$ cat config.mk
export PLATFORM = sky130hd
export DESIGN_NAME = hyperbus_trans_arb
export DESIGN_NICKNAME = d
export VERILOG_FILES = /design/src/rtl/hyperbus_pkg.sv /design/src/rtl/hyperbus_rr_sel.sv /design/src/rtl/hyperbus_trans_arb.sv
export SDC_FILE = /design/constraint.sdc
export NUM_CORES = 1
export LEC_CHECK = 0
export BUFFER_PORTS_ARGS = -buffer_cell sky130_fd_sc_hd__buf_2
export CORE_AREA = 2 2 119 121
export CTS_CLUSTER_SIZE = 20
export DETAILED_ROUTE_END_ITERATION = 16
export DIE_AREA = 0 0 121 123
export GPL_ROUTABILITY_DRIVEN = 0
export GPL_TIMING_DRIVEN = 0
export PLACE_DENSITY = 0.53
export SLEW_MARGIN = 20
export SYNTH_ARGS = -nofsm -noshare
export SYNTH_HDL_FRONTEND = slang
export SYNTH_SLANG_ARGS = --single-unit
export TNS_END_PERCENT = 50
$ cat constraint.sdc
create_clock -name clk_i -period 1.6 [get_ports clk_i]
set_input_delay 0.08 -clock clk_i [delete_from_list [all_inputs] [get_ports clk_i]]
set_output_delay 0.08 -clock clk_i [all_outputs]
set_load 0.05 [all_outputs]
$ cat src/rtl/hyperbus_pkg.sv
// Shared HyperBus types: transfer descriptor, channel widths and the arbiter FSM state.
package hyperbus_pkg;

  localparam int unsigned DataWidth = 16;
  localparam int unsigned StrbWidth = 2;

  typedef struct packed {
    logic [31:0] address;
    logic        write;
    logic        address_space;
    logic        burst_type;
    logic [15:0] burst;
  } hyper_tf_t;

  typedef enum logic [1:0] {
    Idle  = 2'd0,
    Offer = 2'd1,
    Busy  = 2'd2
  } hyper_arb_state_t;

endpackage

$ cat src/rtl/hyperbus_rr_sel.sv
// Combinational round-robin search: first set request at or after rr_ptr, wrapping at NumReq.
module hyperbus_rr_sel #(
  parameter int unsigned NumReq   = 2,
  parameter int unsigned IdxWidth = 1
) (
  input  logic [NumReq-1:0]   req_mask,
  input  logic [IdxWidth-1:0] rr_ptr,
  output logic [IdxWidth-1:0] sel,
  output logic                any_valid
);

  localparam int unsigned CandWidth = IdxWidth + 1;

  logic [CandWidth-1:0] cand;

  // One extra bit on the candidate so NumReq that is not a power of two wraps by comparison.
  always_comb begin
    sel       = '0;
    any_valid = 1'b0;
    cand      = '0;
    for (int unsigned i = 0; i < NumReq; i++) begin
      cand = CandWidth'(rr_ptr) + CandWidth'(i);
      if (cand >= CandWidth'(NumReq)) begin
        cand = cand - CandWidth'(NumReq);
      end
      if (!any_valid && req_mask[cand[IdxWidth-1:0]]) begin
        sel       = cand[IdxWidth-1:0];
        any_valid = 1'b1;
      end
    end
  end

endmodule

$ cat src/rtl/hyperbus_trans_arb.sv
// Round-robin arbiter granting one requester at a time exclusive use of a HyperBus PHY.
module hyperbus_trans_arb
  import hyperbus_pkg::*;
#(
  parameter int unsigned NumReq   = 2,
  parameter int unsigned NumChips = 2,
  localparam int unsigned IdxWidth = (NumReq > 1) ? $clog2(NumReq) : 1
) (
  input  logic                 clk_i,
  input  logic                 rst_ni,
  input  logic [NumReq-1:0]    req_trans_valid_i,
  output logic [NumReq-1:0]    req_trans_ready_o,
  input  hyper_tf_t            req_trans_i    [NumReq],
  input  logic [NumChips-1:0]  req_trans_cs_i [NumReq],
  input  logic [NumReq-1:0]    req_tx_valid_i,
  output logic [NumReq-1:0]    req_tx_ready_o,
  input  logic [DataWidth-1:0] req_tx_data_i  [NumReq],
  input  logic [StrbWidth-1:0] req_tx_strb_i  [NumReq],
  input  logic [NumReq-1:0]    req_tx_last_i,
  output logic [NumReq-1:0]    req_rx_valid_o,
  input  logic [NumReq-1:0]    req_rx_ready_i,
  output logic [DataWidth-1:0] req_rx_data_o  [NumReq],
  output logic [NumReq-1:0]    req_rx_error_o,
  output logic [NumReq-1:0]    req_rx_last_o,
  output logic [NumReq-1:0]    req_b_valid_o,
  output logic [NumReq-1:0]    req_b_error_o,
  input  logic [NumReq-1:0]    req_b_ready_i,
  output logic                 phy_trans_valid_o,
  input  logic                 phy_trans_ready_i,
  output hyper_tf_t            phy_trans_o,
  output logic [NumChips-1:0]  phy_trans_cs_o,
  output logic                 phy_tx_valid_o,
  input  logic                 phy_tx_ready_i,
  output logic [DataWidth-1:0] phy_tx_data_o,
  output logic [StrbWidth-1:0] phy_tx_strb_o,
  output logic                 phy_tx_last_o,
  input  logic                 phy_rx_valid_i,
  output logic                 phy_rx_ready_o,
  input  logic [DataWidth-1:0] phy_rx_data_i,
  input  logic                 phy_rx_error_i,
  input  logic                 phy_rx_last_i,
  input  logic                 phy_b_valid_i,
  output logic                 phy_b_ready_o,
  input  logic                 phy_b_error_i,
  output logic [IdxWidth-1:0]  owner_o,
  output logic                 busy_o,
  output logic                 sticky_err_o
);

  hyper_arb_state_t    state_q, state_d;
  logic [IdxWidth-1:0] owner_q, owner_d;
  logic [IdxWidth-1:0] rr_ptr_q, rr_ptr_d;
  logic                is_write_q, is_write_d;
  logic                sticky_err_q, sticky_err_d;

  logic [IdxWidth-1:0] sel;
  logic                any_valid;
  logic [IdxWidth-1:0] offer_idx;
  logic                offer_en;
  logic                done;

  hyperbus_rr_sel #(
    .NumReq   (NumReq),
    .IdxWidth (IdxWidth)
  ) u_rr_sel (
    .req_mask  (req_trans_valid_i),
    .rr_ptr    (rr_ptr_q),
    .sel       (sel),
    .any_valid (any_valid)
  );

  always_ff @(posedge clk_i or negedge rst_ni) begin
    if (!rst_ni) begin
      state_q      <= Idle;
      owner_q      <= '0;
      rr_ptr_q     <= '0;
      is_write_q   <= 1'b0;
      sticky_err_q <= 1'b0;
    end else begin
      state_q      <= state_d;
      owner_q      <= owner_d;
      rr_ptr_q     <= rr_ptr_d;
      is_write_q   <= is_write_d;
      sticky_err_q <= sticky_err_d;
    end
  end

  // Offer lock: once an index is presented, only that descriptor is shown until accepted.
  assign offer_idx = (state_q == Offer) ? owner_q : sel;
  assign offer_en  = rst_ni && ((state_q == Offer) || ((state_q == Idle) && any_valid));
  assign done      = is_write_q ? (phy_b_valid_i && req_b_ready_i[owner_q])
                                : (phy_rx_valid_i && phy_rx_last_i && req_rx_ready_i[owner_q]);

  always_comb begin
    state_d      = state_q;
    owner_d      = owner_q;
    rr_ptr_d     = rr_ptr_q;
    is_write_d   = is_write_q;
    sticky_err_d = sticky_err_q;

    req_trans_ready_o = '0;
    phy_trans_valid_o = 1'b0;
    phy_trans_o       = '0;
    phy_trans_cs_o    = '0;
    req_tx_ready_o    = '0;
    phy_tx_valid_o    = 1'b0;
    phy_tx_data_o     = '0;
    phy_tx_strb_o     = '0;
    phy_tx_last_o     = 1'b0;
    req_rx_valid_o    = '0;
    req_rx_error_o    = '0;
    req_rx_last_o     = '0;
    phy_rx_ready_o    = 1'b0;
    req_b_valid_o     = '0;
    req_b_error_o     = '0;
    phy_b_ready_o     = 1'b0;
    for (int unsigned i = 0; i < NumReq; i++) begin
      req_rx_data_o[i] = '0;
    end

    if (offer_en) begin
      phy_trans_valid_o = 1'b1;
      phy_trans_o       = req_trans_i[offer_idx];
      phy_trans_cs_o    = req_trans_cs_i[offer_idx];
      if (phy_trans_ready_i) begin
        req_trans_ready_o[offer_idx] = 1'b1;
        is_write_d                   = req_trans_i[offer_idx].write;
      end
    end

    unique case (state_q)
      Idle, Offer: begin
        // Stray responses with no owner are swallowed and remembered.
        phy_rx_ready_o = rst_ni;
        phy_b_ready_o  = rst_ni;
        if (phy_rx_valid_i || phy_b_valid_i) begin
          sticky_err_d = 1'b1;
        end
        if (offer_en) begin
          owner_d = offer_idx;
          state_d = phy_trans_ready_i ? Busy : Offer;
        end
      end
      Busy: begin
        phy_tx_valid_o          = req_tx_valid_i[owner_q];
        phy_tx_data_o           = req_tx_data_i[owner_q];
        phy_tx_strb_o           = req_tx_strb_i[owner_q];
        phy_tx_last_o           = req_tx_last_i[owner_q];
        req_tx_ready_o[owner_q] = phy_tx_ready_i;
        req_rx_valid_o[owner_q] = phy_rx_valid_i;
        req_rx_data_o[owner_q]  = phy_rx_data_i;
        req_rx_error_o[owner_q] = phy_rx_error_i;
        req_rx_last_o[owner_q]  = phy_rx_last_i;
        phy_rx_ready_o          = req_rx_ready_i[owner_q];
        req_b_valid_o[owner_q]  = phy_b_valid_i;
        req_b_error_o[owner_q]  = phy_b_error_i;
        phy_b_ready_o           = req_b_ready_i[owner_q];
        if (done) begin
          state_d  = Idle;
          rr_ptr_d = (owner_q == IdxWidth'(NumReq - 1)) ? '0 : owner_q + IdxWidth'(1);
        end
      end
      default: state_d = Idle;
    endcase
  end

  assign owner_o      = owner_q;
  assign busy_o       = (state_q != Idle);
  assign sticky_err_o = sticky_err_q;

endmodule

==> results.md <==
| Stage | Result | This run |
|---|---|---|
| cts | Num CTS Buffers | 3 |
| power and ir drop | Highest ir drop seen on vdd | 1.14 mV |
| synth | Distinct cell type count after synthesis | 29 |
| placed design | IO buf count | 301 |
| synth | Number of nets in the synthesized netlist | 499 |
| outcome | Failing checks | negative setup slack |
| cts | Max Buffers Root-to-Sink | 2 |
| detailed routing | Total vias in the final route | 3,734 |
| sta | Maximum clock frequency | 0.523 GHz |
| worst setup path | Kind of critical path | reg2out |
| cts | Maximum level of the CTS H-tree | 1 |
| worst setup path | Worst Path Max Fanout | 7 |
| sta | Pins Over Slew Limit | 0 |
| cts | CTS clk-pin slew, worst paths | 0.04 ns |
| cells and area | Fraction of layout instances using a drive strength above 1 | 82.5% |
| detailed routing | Detailed-route DRC error count | 0 |
| sta | Rel. slew slack | 68.4% |
| worst setup path | Cell breakdown of the critical path | and3b_2 > a31oi_4 > buf_12 > buf_12 > buf_8 > nand3_2 > o21ai_2 > buf_6 |
| worst setup path | Data arrival time of the critical path | 1.83 ns |
| sta | Worst-Margin Slew | 0.472 ns |
| power and ir drop | Static Leakage | 2.82 nW |
| flow run | Maximum capacitance violations | 0 |
| die | Ports placed on the boundary | 302 |
| global route | Overall overflow remaining after global route | 0 |
| die | DIE HEIGHT | 123 um |
| die | X dimension of the die | 121 um |
| synth | Count of state elements after synthesis | 6 |
| cells and area | Net count reported at finish | 830 |
| detailed routing | Starting DRC count in detailed routing | 68 |
| global route | Global-route wire length before repair | 17.3 mm |
| worst setup path | Most repeated library cell on the critical path | buf_12 |
| sta | Hold violation total from the final report | 0 |
| die | Placeable core area | 0.0136 mm^2 |
| sta | Minimum clock period after layout | 1.91 ns |
| sta | Post-Route Skew | 0.00589 ns |
| global route | Pin count of the biggest net entering global routing | 11 |
| detailed routing | Vias per cell | 4.49 |
| die | Initial core utilization | 13.9% |
| placed design | Sum of net half-perimeters after detailed placement | 9.73 mm |
| min path | Type of the worst min-delay path | in2reg |
| die | Number of rows created at floorplan | 43 |
| outcome | Status | complete, but fails checks |
| sta | Setup repair after global routing missed its margin | yes |
| power and ir drop | PnR Total Power | 0.0105 W |
| synth | Count of mapped cells out of synthesis | 322 |
| synth | Top cells by area, synth | nand3_1 (14%), o21ai_1 (13%), mux2i_1 (12%), nand2_1 (12%), dfrtp_1 (7.9%) |
| synth | Sequential fraction of the synthesis area | 7.95% |
| global route | Antenna violations before repair | 0 |
| cells and area | Final design instance area without fill | 0.00607 mm^2 |
| sta | Number of setup violations in the final report | 116 |
| cts | CTS tree | done |
| worst setup path | Slowest stage delay, CP | 0.43 ns |
| detailed routing | Drt pass-1 iters | 4 |
| detailed routing | Avg WL per Cell | 16.2 um |
| cts | Number of sinks driven by the clock tree | 6 |
| global route | Number of global-route vias before repair | 3,448 |
| synth | Proportion of netlist area held by the largest area contributor | 14.0% |
| cts | CTS Root Cell | clkbuf_16 |
| worst setup path | Slowest CP cell | dfrtp_2 |
| sta | Final WS setup | -0.312 ns |
| synth | Netlist area before placement | 0.00189 mm^2 |
| worst setup path | Critical path launch point type | register |
| sta | Final worst-path cycle share | 119% |
| sta | Aggregate negative setup slack | -18.84 ns |
| cts | Later-pin clock latency in the skew report | 0.23 ns |
| cells and area | Layout overhead on the synthesized area | 222% |
| placed design | Instance area at placement | 0.00412 mm^2 |
| die | Area of the die | 0.0149 mm^2 |
| synth | Count of warnings emitted by yosys | 0 |
| global route | Combined global-route utilization of all metal layers | 14.6% |
| synth | Mean Syn Cell Area | 5.87 um^2 |
| worst setup path | Setup crit end kind | primary output |
| synth | Library cell occupying the most area in the post-synthesis netlist | nand3_1 |
| detailed routing | Post-DRT Antenna Nets | 0 |
| min path | Number of stages on the worst hold path | 3 |
| power and ir drop | Pwr/cell area | 1730 mW/mm^2 |
| worst setup path | Data required time at the worst endpoint | 1.52 ns |
| cells and area | Final antenna diode count | 0 |
| worst setup path | R2r worst-path depth | 6 |
| detailed routing | Total wirelength of the detailed-routed design | 13.5 mm |
[per-layer routing]
metal / GRT usage, % / part of all wire [%] / vias to the layer above / wire length (um)
li1: - / - / 1789 / -
met1: 14.3 / 32 / 1705 / 4380
met2: 31.3 / 56 / 217 / 7560
met3: 3.37 / 9.1 / 23 / 1220
met4: 1.38 / 2.5 / 0 / 337
met5: 0 / 0 / - / 0
[synthesized netlist by cell type]
| cell type | instances |
|---|---|
| o21ai_1 | 49 |
| nand2_2 | 1 |
| nand2_1 | 58 |
| o31ai_1 | 2 |
| mux2i_1 | 22 |
| nand3_1 | 53 |
| mux2_2 | 1 |
| nand2b_1 | 3 |
| or2_2 | 1 |
| buf_6 | 10 |
| o32ai_1 | 1 |
| o21ai_0 | 7 |
| buf_2 | 7 |
| and3b_1 | 1 |
| dfrtp_1 | 6 |
| clkbuf_1 | 16 |
| or3_1 | 1 |
| o21bai_1 | 1 |
| a31oi_4 | 1 |
| inv_1 | 2 |
| and2_1 | 22 |
| inv_2 | 1 |
| o211a_1 | 1 |
| and3_1 | 22 |
| a211oi_1 | 1 |
| nor2_1 | 27 |
| a22o_1 | 1 |
| nor2b_1 | 3 |
| nor3_1 | 1 |
[state kept, by name, indices dropped and copies added, names as in the netlist]
register	flops
owner_o	1
rr_ptr_q	1
is_write_q	1
sticky_err_o	1
state_q	2
[metrics by stage]
stage	hold WS (ns)	worst slack, ns	cells	utilization (%)
2_1_floorplan	-0.216	-0.105	322	-
3_3_place_gp	-0.0801	-0.425	803	30.3
3_5_place_dp	-0.0816	-0.427	803	30.3
4_1_cts	0.180	-0.323	816	37.7
5_1_grt	0.196	-0.385	832	44.6
6_report	0.171	-0.312	832	44.6
[logic make-up after synthesis]
family / count (synthesis) / share of synthesized area (%)
and+or+nand+nor: 193 / 49.2
AOI/OAI and AO/OA: 64 / 19.0
buffers and inverters: 36 / 11.6
muxes: 23 / 12.3
DFF: 6 / 7.95
[cell usage in the layout, fill, tap and decap left out, types with 7 or more instances in the layout]
cell type    n
and2_4      22
o21ai_4     14
buf_6       76
nand3_4      7
nand3_1      7
nand2_1     58
mux2i_1      9
and3_1      18
clkbuf_4    10
nand3_2     39
nor2_4      24
buf_8       44
buf_4       17
buf_2      184
buf_12      11
mux2i_2     10
clkbuf_16   10
o21ai_2     39
[layout make-up]
cell class / instances / area [um^2]
repair buffers: 326 / 2690
plain buffers: 33 / 427
well taps: 180 / 225
fillers: 1276 / 7540
clock buffers: 4 / 78.8
inverters: 3 / 16.3
multi-input cells: 280 / 2480
flip-flops and latches: 6 / 154
[critical path: cells and delay by family, from the launching register on]
family	cells	cell delay, ns
AOI/OAI and AO/OA	2	0.28
DFF	1	0.43
buffers and inverters	4	0.60
and+or+nand+nor	2	0.29
[final timing paths]
path	start	endpoint	slack, ns
setup / recovery	state_q[0]	phy_trans_o[13]	-0.31
hold / removal	req_trans_valid_i[1]	owner_o	0.17
setup reg to reg	owner_o	rr_ptr_q	0.08
hold reg to reg	sticky_err_o	sticky_err_o	0.47
max in group asynchronous	rst_ni	state_q[1]	1.05
min in group asynchronous	rst_ni	is_write_q	0.29
[repair_timing]
item	in CTS	in global routing
setup endpoints to repair	121	120
setup buffers	8	9
hold buffers	1	0
pin swaps	5	55
gates resized for setup	255	192
gates cloned	0	7
endpoints found under the hold margin	6	0
[report_power, final]
part           switching (W)  internal (W)  total [W]
combinational        0.00582       0.00400    0.00982
sequential         0.0000636      0.000217   0.000281
clock              0.0000934      0.000331   0.000425
total                0.00598       0.00455     0.0105
No activity file was read; power rests on OpenSTA's default activity.
